--- src/rtl/dbus_cbus_bridge_pkg.sv ---
// Shared typedefs for the uncached data-bus to cache-bus bridge.
// Holds the CPU and bus request/response structs and the bridge FSM states.
package dbus_cbus_bridge_pkg;

   localparam int ADDR_W = 64;
   localparam int DATA_W = 64;
   localparam int STRB_W = DATA_W / 8;

   typedef enum logic [2:0] {MSIZE1, MSIZE2, MSIZE4, MSIZE8} msize_t;

   typedef enum logic [3:0] {
      MLEN1  = 4'd0,
      MLEN2  = 4'd1,
      MLEN4  = 4'd3,
      MLEN8  = 4'd7,
      MLEN16 = 4'd15
   } mlen_t;

   typedef enum logic [1:0] {
      AXI_BURST_FIXED = 2'd0,
      AXI_BURST_INCR  = 2'd1,
      AXI_BURST_WRAP  = 2'd2
   } axi_burst_t;

   typedef enum logic [1:0] {IDLE, BUS, DONE} bridge_state_t;

   typedef struct packed {
      logic              valid;
      logic [ADDR_W-1:0] addr;
      msize_t            size;
      logic [STRB_W-1:0] strobe;
      logic [DATA_W-1:0] data;
   } dbus_req_t;

   typedef struct packed {
      logic              addr_ok;
      logic              data_ok;
      logic [DATA_W-1:0] data;
   } dbus_resp_t;

   typedef struct packed {
      logic              valid;
      logic              is_write;
      msize_t            size;
      logic [ADDR_W-1:0] addr;
      logic [STRB_W-1:0] strobe;
      logic [DATA_W-1:0] data;
      mlen_t             len;
      axi_burst_t        burst;
   } cbus_req_t;

   typedef struct packed {
      logic              ready;
      logic              last;
      logic [DATA_W-1:0] data;
   } cbus_resp_t;

   // Request fields captured at acceptance and replayed on the bus.
   typedef struct packed {
      logic              is_write;
      msize_t            size;
      logic [ADDR_W-1:0] addr;
      logic [STRB_W-1:0] strobe;
      logic [DATA_W-1:0] data;
   } bridge_lat_t;

endpackage

--- src/rtl/dbus_cbus_bridge_if.sv ---
// Bundles the CPU-side and bus-side request/response structs of the bridge.
// master = CPU plus memory-side environment, slave = the bridge itself.
interface dbus_cbus_bridge_if;
   import dbus_cbus_bridge_pkg::*;

   dbus_req_t  dreq;
   dbus_resp_t dresp;
   cbus_req_t  creq;
   cbus_resp_t cresp;

   modport master (output dreq, input dresp, input creq, output cresp);
   modport slave  (input dreq, output dresp, output creq, input cresp);
endinterface

--- src/rtl/dbus_cbus_bridge.sv ---
// Uncached bridge: one dbus request becomes one single-beat cbus transaction.
// Latency: creq one cycle after accept, data_ok one cycle after ready&last; no new accept until back in IDLE.
module dbus_cbus_bridge
   import dbus_cbus_bridge_pkg::*;
#(
   parameter axi_burst_t BURST_TYPE = AXI_BURST_FIXED,
   parameter bit         HOLD_DATA  = 1'b1
) (
   input  logic              clk,
   input  logic              rst_n,
   dbus_cbus_bridge_if.slave bus,
   output logic              busy
);

   bridge_state_t     state_q, state_d;
   bridge_lat_t       lat_q, lat_d;
   logic [DATA_W-1:0] rdata_q, rdata_d;
   logic              kill_q, kill_d;
   logic              done_ok;

   always_ff @(posedge clk or negedge rst_n) begin
      if (!rst_n) begin
         state_q <= IDLE;
         lat_q   <= '0;
         rdata_q <= '0;
         kill_q  <= 1'b0;
      end else begin
         state_q <= state_d;
         lat_q   <= lat_d;
         rdata_q <= rdata_d;
         kill_q  <= kill_d;
      end
   end

   always_comb begin
      state_d = state_q;
      lat_d   = lat_q;
      rdata_d = rdata_q;
      kill_d  = kill_q;
      case (state_q)
         IDLE: begin
            if (bus.dreq.valid) begin
               lat_d.is_write = |bus.dreq.strobe;
               lat_d.size     = bus.dreq.size;
               lat_d.addr     = bus.dreq.addr;
               lat_d.strobe   = bus.dreq.strobe;
               lat_d.data     = bus.dreq.data;
               kill_d         = 1'b0;
               state_d        = BUS;
            end
         end
         BUS: begin
            // The bus beat cannot be aborted; a withdrawn request only suppresses the reply.
            if (!bus.dreq.valid) begin
               kill_d = 1'b1;
            end
            if (bus.cresp.ready && bus.cresp.last) begin
               if (!lat_q.is_write) begin
                  rdata_d = bus.cresp.data;
               end
               state_d = DONE;
            end
         end
         DONE: begin
            kill_d  = 1'b0;
            state_d = IDLE;
         end
         default: state_d = IDLE;
      endcase
   end

   assign done_ok = (state_q == DONE) && !kill_q;

   always_comb begin
      bus.creq          = '0;
      bus.creq.valid    = (state_q == BUS);
      bus.creq.is_write = lat_q.is_write;
      bus.creq.size     = lat_q.size;
      bus.creq.addr     = lat_q.addr;
      bus.creq.strobe   = lat_q.strobe;
      bus.creq.data     = lat_q.data;
      bus.creq.len      = MLEN1;
      bus.creq.burst    = BURST_TYPE;
   end

   always_comb begin
      bus.dresp         = '0;
      bus.dresp.addr_ok = done_ok;
      bus.dresp.data_ok = done_ok;
      bus.dresp.data    = (HOLD_DATA || done_ok) ? rdata_q : '0;
   end

   assign busy = (state_q != IDLE);

endmodule

--- src/flat_wrapper.sv ---
// flat-port wrapper written by rule: the top's interface ports become plain ports
module dbus_cbus_bridge_flat import dbus_cbus_bridge_pkg::*;
#(
   parameter axi_burst_t BURST_TYPE = AXI_BURST_FIXED,
   parameter bit         HOLD_DATA  = 1'b1
)
  (clk, rst_n, busy, bus_dreq, bus_dresp, bus_creq, bus_cresp);
  dbus_cbus_bridge_if bus_i ();
  input  logic clk;
  input  logic rst_n;
  output logic busy;
  input wire logic [$bits(bus_i.dreq)-1:0] bus_dreq;
  output wire logic [$bits(bus_i.dresp)-1:0] bus_dresp;
  output wire logic [$bits(bus_i.creq)-1:0] bus_creq;
  input wire logic [$bits(bus_i.cresp)-1:0] bus_cresp;
  assign bus_i.dreq = bus_dreq;
  assign bus_dresp = bus_i.dresp;
  assign bus_creq = bus_i.creq;
  assign bus_i.cresp = bus_cresp;
  dbus_cbus_bridge #(.BURST_TYPE(BURST_TYPE), .HOLD_DATA(HOLD_DATA)) u_core (.clk(clk), .rst_n(rst_n), .bus(bus_i), .busy(busy));
endmodule
--- config.mk ---
export PLATFORM = sky130hd
export DESIGN_NAME = dbus_cbus_bridge_flat
export DESIGN_NICKNAME = d
export VERILOG_FILES = /design/src/rtl/dbus_cbus_bridge_pkg.sv /design/src/rtl/dbus_cbus_bridge_if.sv /design/src/rtl/dbus_cbus_bridge.sv /design/src/flat_wrapper.sv
export SDC_FILE = /design/constraint.sdc
export NUM_CORES = 1
export LEC_CHECK = 0
export BUFFER_PORTS_ARGS = -buffer_cell sky130_fd_sc_hd__buf_2
export CAP_MARGIN = 20
export CORE_AREA = 2 2 166 168
export CTS_CLUSTER_DIAMETER = 60
export DETAILED_ROUTE_END_ITERATION = 16
export DIE_AREA = 0 0 168 170
export GPL_TIMING_DRIVEN = 0
export HOLD_SLACK_MARGIN = 0.06
export PLACE_DENSITY = 0.62
export SYNTH_ARGS = -nofsm -noshare
export SYNTH_HDL_FRONTEND = slang
export SYNTH_SLANG_ARGS = --single-unit
--- constraint.sdc ---
create_clock -name clk -period 1.4 [get_ports clk]
set_input_delay 0.28 -clock clk [delete_from_list [all_inputs] [get_ports clk]]
set_output_delay 0.28 -clock clk [all_outputs]
set_load 0.01 [all_outputs]
==> results.md, run 1 <==
* Tcrit/Tclk final at 126%
* Slew @ Worst Pin at 0.840 ns
* Post-DRT Antenna Nets at 0
* CP max-delay cell: dfrtp_2
* Mapped Area at 8070 um^2
* Site row count at 60
* Final min period at 1.76 ns
* Root Driver: clkbuf_16
* Library cells used by synthesis at 21
* Max_slew headroom at 44.0%
* Post-synth EDFFs at 0
* Antenna violations before repair at 1
* Drc violations at 0
* Vias at 6604
* # hold bufs at CTS at 204
* Buffer and inverter count on the worst path at 5
* Crit start category: flip-flop
* WP data required at 1.79 ns
* Clock Skew at 0.0123 ns
* Die Ht at 170 um
* Maximum clock rate at 0.569 GHz
* Antenna cells at 0
* Switch share at 30.5%
* Failing checks: hold timing, setup timing
* Clock transition at the registers of the reported paths at 0.06 ns
* RSZ-0062 raised after global routing: yes
* Max-Cap Viols at 0
* Clock sinks at 207
* Flop pwr share at 35.0%
* Initial Util at 30.3%
* Fillers at 2053
* Final hold vios at 104
* CTS max path bufs at 3
* Ys Warns at 0
* Highest metal used: met4
* Post-Place Worst Slack at -0.782 ns
* VDD IR-drop max at 1360 uV
* M1 WL at 10.6 mm
* Post-layout power at 27.9 mW
* Final nets at 1359
* Global-route wire length before repair at 42.1 mm
* GRT overflow at 0
* Fraction of layout instances using a drive strength above 1 at 63.2%
* Register area at 5180 um^2
* Total leakage power at 7.58 nW
* CP dominant cell by count: buf_12
* CTS tree: yes
* Critical path data arrival time at 2.15 ns
* CP delay by family, top: buffers and inverters
* CP Max Fanout at 6
* FF+latch count, synth at 207
* Sequential share of the synthesized area at 64.2%
* Ys async rst share at 100%
* Setup crit end kind: flip-flop
* Internal at 19.4 mW
* GPL Wtd Cong at 0.757
* # setup viols final at 208
* H-tree Lvls at 1
* IO buf count at 415
* Skew-Pair Late Insertion Delay at 0.51 ns
* Combinational power share at 41.9%
* DRT Pass-1 Iters at 4
* Vias in the first global route at 7456
* Clock power frac at 23.1%
* Met2 wire length at 14.4 mm
* Hold Crit Class: in2async
* Metal3 WL at 1.93 mm
* Synth Flop Type: dfrtp_1
* Largest net degree at the start of global routing at 106
* CP peak stage delay at 0.42 ns
* Synth Instances at 456
* Switching pwr at 8.50 mW
* Status: complete, but fails checks
* Width of the die at 168 um
* Total GRT Usage at 18.7%
* Pwr dens at 1850 nW/um^2
* Post-DR wirelength/cell at 18.4 um
* Die Area at 28600 um^2
* Drt via density at 4.37
* WS Path Type: reg2reg
* Final WL at 27.8 mm
* Worst hold margin at -0.212 ns
* Footprint of the multi-input gates at 3140 um^2
* DP HPWL at 15.9 mm
* Fin. max-slew vios at 0
* Cts bufs inserted at 25
* Critical-path cell list: buf_4 -> nor3b_4 -> buf_12 -> buf_12 -> buf_12 -> buf_16 -> mux2_4
* Core footprint at 26700 um^2
* Setup ws final at -0.358 ns
* Syn Area/Cell at 17.7 um^2
* Drt first-iter violations at 249
* Num ports at 422
* Layout area overhead at 86.5%
[layout make-up]
cell class / count / area share [%]
buffer: 26 / 2.63
clock buffer: 36 / 4.77
clock inverter: 9 / 0.724
multi-input combinational: 223 / 20.8
sequential: 207 / 34.5
tap: 341 / 2.84
timing repair buffer: 668 / 33.7
[power groups by stage]
stage                     clock network, mW  logic (mW)  registers, mW
after floorplan                           0        3.19           10.7
after CTS                              6.58        11.8           9.64
after detailed placement                  0        8.04           9.58
final                                  6.43        11.7           9.75
after global placement                    0        7.94           9.52
after global routing                   6.86        12.3           10.1
[what timing repair did]
action,4_1_cts,5_1_grt
endpoints found under the hold margin,307,104
pin swaps,2,1
setup buffers,27,7
cloned,16,2
endpoints found under the setup margin,210,211
gates resized for setup,203,25
[worst paths after layout]
| check | start | endpoint | slack (ns) | depth (start not counted) |
|---|---|---|---|---|
| setup reg to reg | u_core.state_q[1] | u_core.bus.creq[140] | -0.36 | 7 |
| setup / recovery | u_core.state_q[1] | u_core.bus.creq[140] | -0.36 | 7 |
| max in group asynchronous | rst_n | u_core.bus.creq[145] | 0.60 | 2 |
| min in group clk | bus_dreq[97] | u_core.bus.creq[100] | 0.07 | 2 |
| hold reg to reg | u_core.bus.creq[65] | u_core.bus.creq[65] | 0.49 | 1 |
| hold / removal | rst_n | u_core.rdata_q[40] | -0.21 | 1 |
[layer usage]
| metal | vias to the layer above | global-route usage, % |
|---|---|---|
| met5 | - | 0 |
| met4 | 0 | 6.28 |
| met3 | 60 | 4.56 |
| met2 | 287 | 34.0 |
| met1 | 3269 | 21.5 |
| li1 | 2988 | - |
[cell usage in the layout, fill, tap and decap left out, types with 4 or more instances in the layout]
cell type	count
buf_12	28
buf_16	13
buf_2	408
buf_4	18
buf_6	9
buf_8	12
clkbuf_1	6
clkbuf_16	27
clkbuf_8	5
clkinv_2	4
conb_1	6
dfrtp_1	204
dlygate4sd3_1	204
mux2_2	16
mux2_4	186
[sequential cells by signal, indices dropped and copies added, names as in the netlist]
name / cells
u_core.kill_q: 1
u_core.rdata_q: 64
u_core.bus.creq: 140
u_core.state_q: 2
[cell families (layout without fill, tap and decap cells)]
family                   after synthesis  count (layout)  share of synthesized area, %
other                                  1               6                        0.0465
multiplexers                         203             203                          31.1
buffers and inverters                 31             739                          3.30
flip-flops                           207             207                          64.2
AO/OA/AOI/OAI                          2               2                         0.171
adder cells (fa/ha/maj)                1               1                         0.124
AND/OR/NAND/NOR                       11              11                         0.993
[Yosys cell counts, types with 2 or more instances]
cell type | count | area (um^2)
mux2_1 | 13 | 146
mux2_4 | 60 | 901
dfrtp_1 | 207 | 5180
nor2_1 | 2 | 7.51
buf_4 | 18 | 135
buf_8 | 6 | 90.1
nor4_1 | 2 | 12.5
buf_2 | 6 | 30.0
mux2_2 | 130 | 1460
[per-stage QoR]
step	hold slack, ns	util, %	std cells	instance area (um^2)	TNS [ns]
after floorplan	-0.0156	-	461	8110	-18.46
after global placement	0.466	39.8	1217	10600	-837.36
after detailed placement	0.381	40.0	1218	10600	-110.55
after CTS	-0.161	56.2	1508	15000	-49.96
after global routing	-0.153	56.4	1510	15000	-70.64
final	-0.212	56.4	1510	15000	-57.91
No activity file was read; power rests on OpenSTA's default activity.
==> inputs of run 2 (changes only) <==
SETUP_SLACK_MARGIN = 0.4   (was not set)
==> results.md, run 2 (synthesis results as in run 1) <==
* Total GRT Usage at 19.0%
* Clock Skew at 0.00913 ns
* Clock sinks at 207
* Num ports at 422
* Skew-Pair Late Insertion Delay at 0.52 ns
* # setup viols final at 208
* Vias in the first global route at 7566
* Core footprint at 26700 um^2
* GPL Wtd Cong at 0.734
* CP Max Fanout at 6
* Finished Core Util at 62.4%
* CTS max path bufs at 3
* RSZ-0062 raised after global routing: yes
* Root Driver: clkbuf_16
* Largest net degree at the start of global routing at 112
* WP data required at 1.12 ns
* Drt first-iter violations at 316
* Cts bufs inserted at 24
* Antenna violations before repair at 1
* Width of the die at 168 um
* Final WL at 32.4 mm
* Post-Place Worst Slack at -0.825 ns
* # hold bufs at CTS at 205
* Max-Cap Viols at 0
* Worst hold margin at -0.320 ns
* Drc violations at 0
* Site row count at 60
* DP HPWL at 16.1 mm
* IO buf count at 415
* Post-DR wirelength/cell at 19.9 um
* Layout area overhead at 106%
* Setup_tns at -56.57 ns
* H-tree Lvls at 1
* Total leakage power at 8.42 nW
* Status: complete, but fails checks
* Critical path data arrival time at 1.48 ns
* Setup crit end kind: primary output
* Maximum clock rate at 0.568 GHz
* Final min period at 1.76 ns
* Post-layout power at 32.2 mW
* GRT overflow at 0
* Tcrit/Tclk final at 126%
* Vias at 7269
* WS Path Type: reg2out
* CTS tree: yes
* VDD IR-drop max at 1620 uV
* Final hold vios at 96
* Fraction of layout instances using a drive strength above 1 at 66.7%
* Hold Crit Class: in2async
* Post-DRT Antenna Nets at 0
* Global-route wire length before repair at 42.6 mm
* Slew @ Worst Pin at 0.628 ns
* Final nets at 1478
* Clock transition at the registers of the reported paths at 0.06 ns
* Failing checks: hold timing, setup timing
* Die Ht at 170 um
* Die Area at 28600 um^2
* Max_slew headroom at 58.2%
* Number of flip-flops in the largest register at 140
* Setup ws final at -0.360 ns
* Crit start category: flip-flop
* Initial Util at 30.3%
* Pwr dens at 1940 nW/um^2
* Drt via density at 4.46
* Most common cell after layout, fill and taps aside: buf_2
* Most frequent cells in the layout: buf_2, dlygate4sd3_1, dfrtp_1, mux2_4, buf_4
* Fin. max-slew vios at 0
* DRT Pass-1 Iters at 4
run 2: report_power, final:
part | internal, mW | total [mW] | switching [mW]
Clock | 4.17 | 6.74 | 2.58
Sequential | 8.36 | 10.1 | 1.75
Combinational | 10.0 | 15.4 | 5.33
run 2: per-stage QoR:
step | std cells | cell area (um^2)
CTS | 1527 | 15200
detailed placement | 1218 | 10700
floorplan | 461 | 8110
global placement | 1217 | 10600
finish | 1630 | 16600
global route | 1629 | 16600
run 2: path summary, 6_finish.rpt:
kind	from	to	slack, ns	depth (start not counted)
max in group asynchronous	rst_n	u_core.bus.creq[145]	0.70	2
worst min register to register	u_core.bus.creq[91]	u_core.bus.creq[91]	0.50	1
min in group clk	bus_cresp[64]	u_core.state_q[1]	0.10	2
worst max-delay path	u_core.state_q[0]	bus_dresp[64]	-0.36	3
worst max register to register	u_core.state_q[1]	u_core.rdata_q[37]	-0.33	5
worst min-delay path	rst_n	u_core.rdata_q[34]	-0.32	1
run 2: area by class of cell:
class | count | area [um^2]
antenna | 2 | 5.00
buffer | 31 | 468
clock buffer | 33 | 686
clock inverter | 10 | 161
fill | 1791 | 10000
multi-input combinational | 223 | 3200
sequential | 207 | 5180
tap | 341 | 427
timing repair buffer | 783 | 6500
run 2: timing repair:
action,in CTS,in global routing
pin swaps,2,1
endpoints found under the hold margin,301,96
buffers inserted,50,96
resized for setup,222,119
gates cloned,11,5
setup endpoints to repair,413,446
run 2: per-layer routing:
layer	global-route usage, %	wire length (um)	vias up
met2	34.2	16900	362
li1	-	-	3228
met5	0	0	-
met4	7.07	1100	0
met3	4.86	2450	74
met1	21.7	11900	3605
run 2: critical path, stage by stage (launching register included):
cell and delay (ns):
dfrtp_2 0.46, nor3b_4 0.25, buf_4 0.16, buf_6 0.09
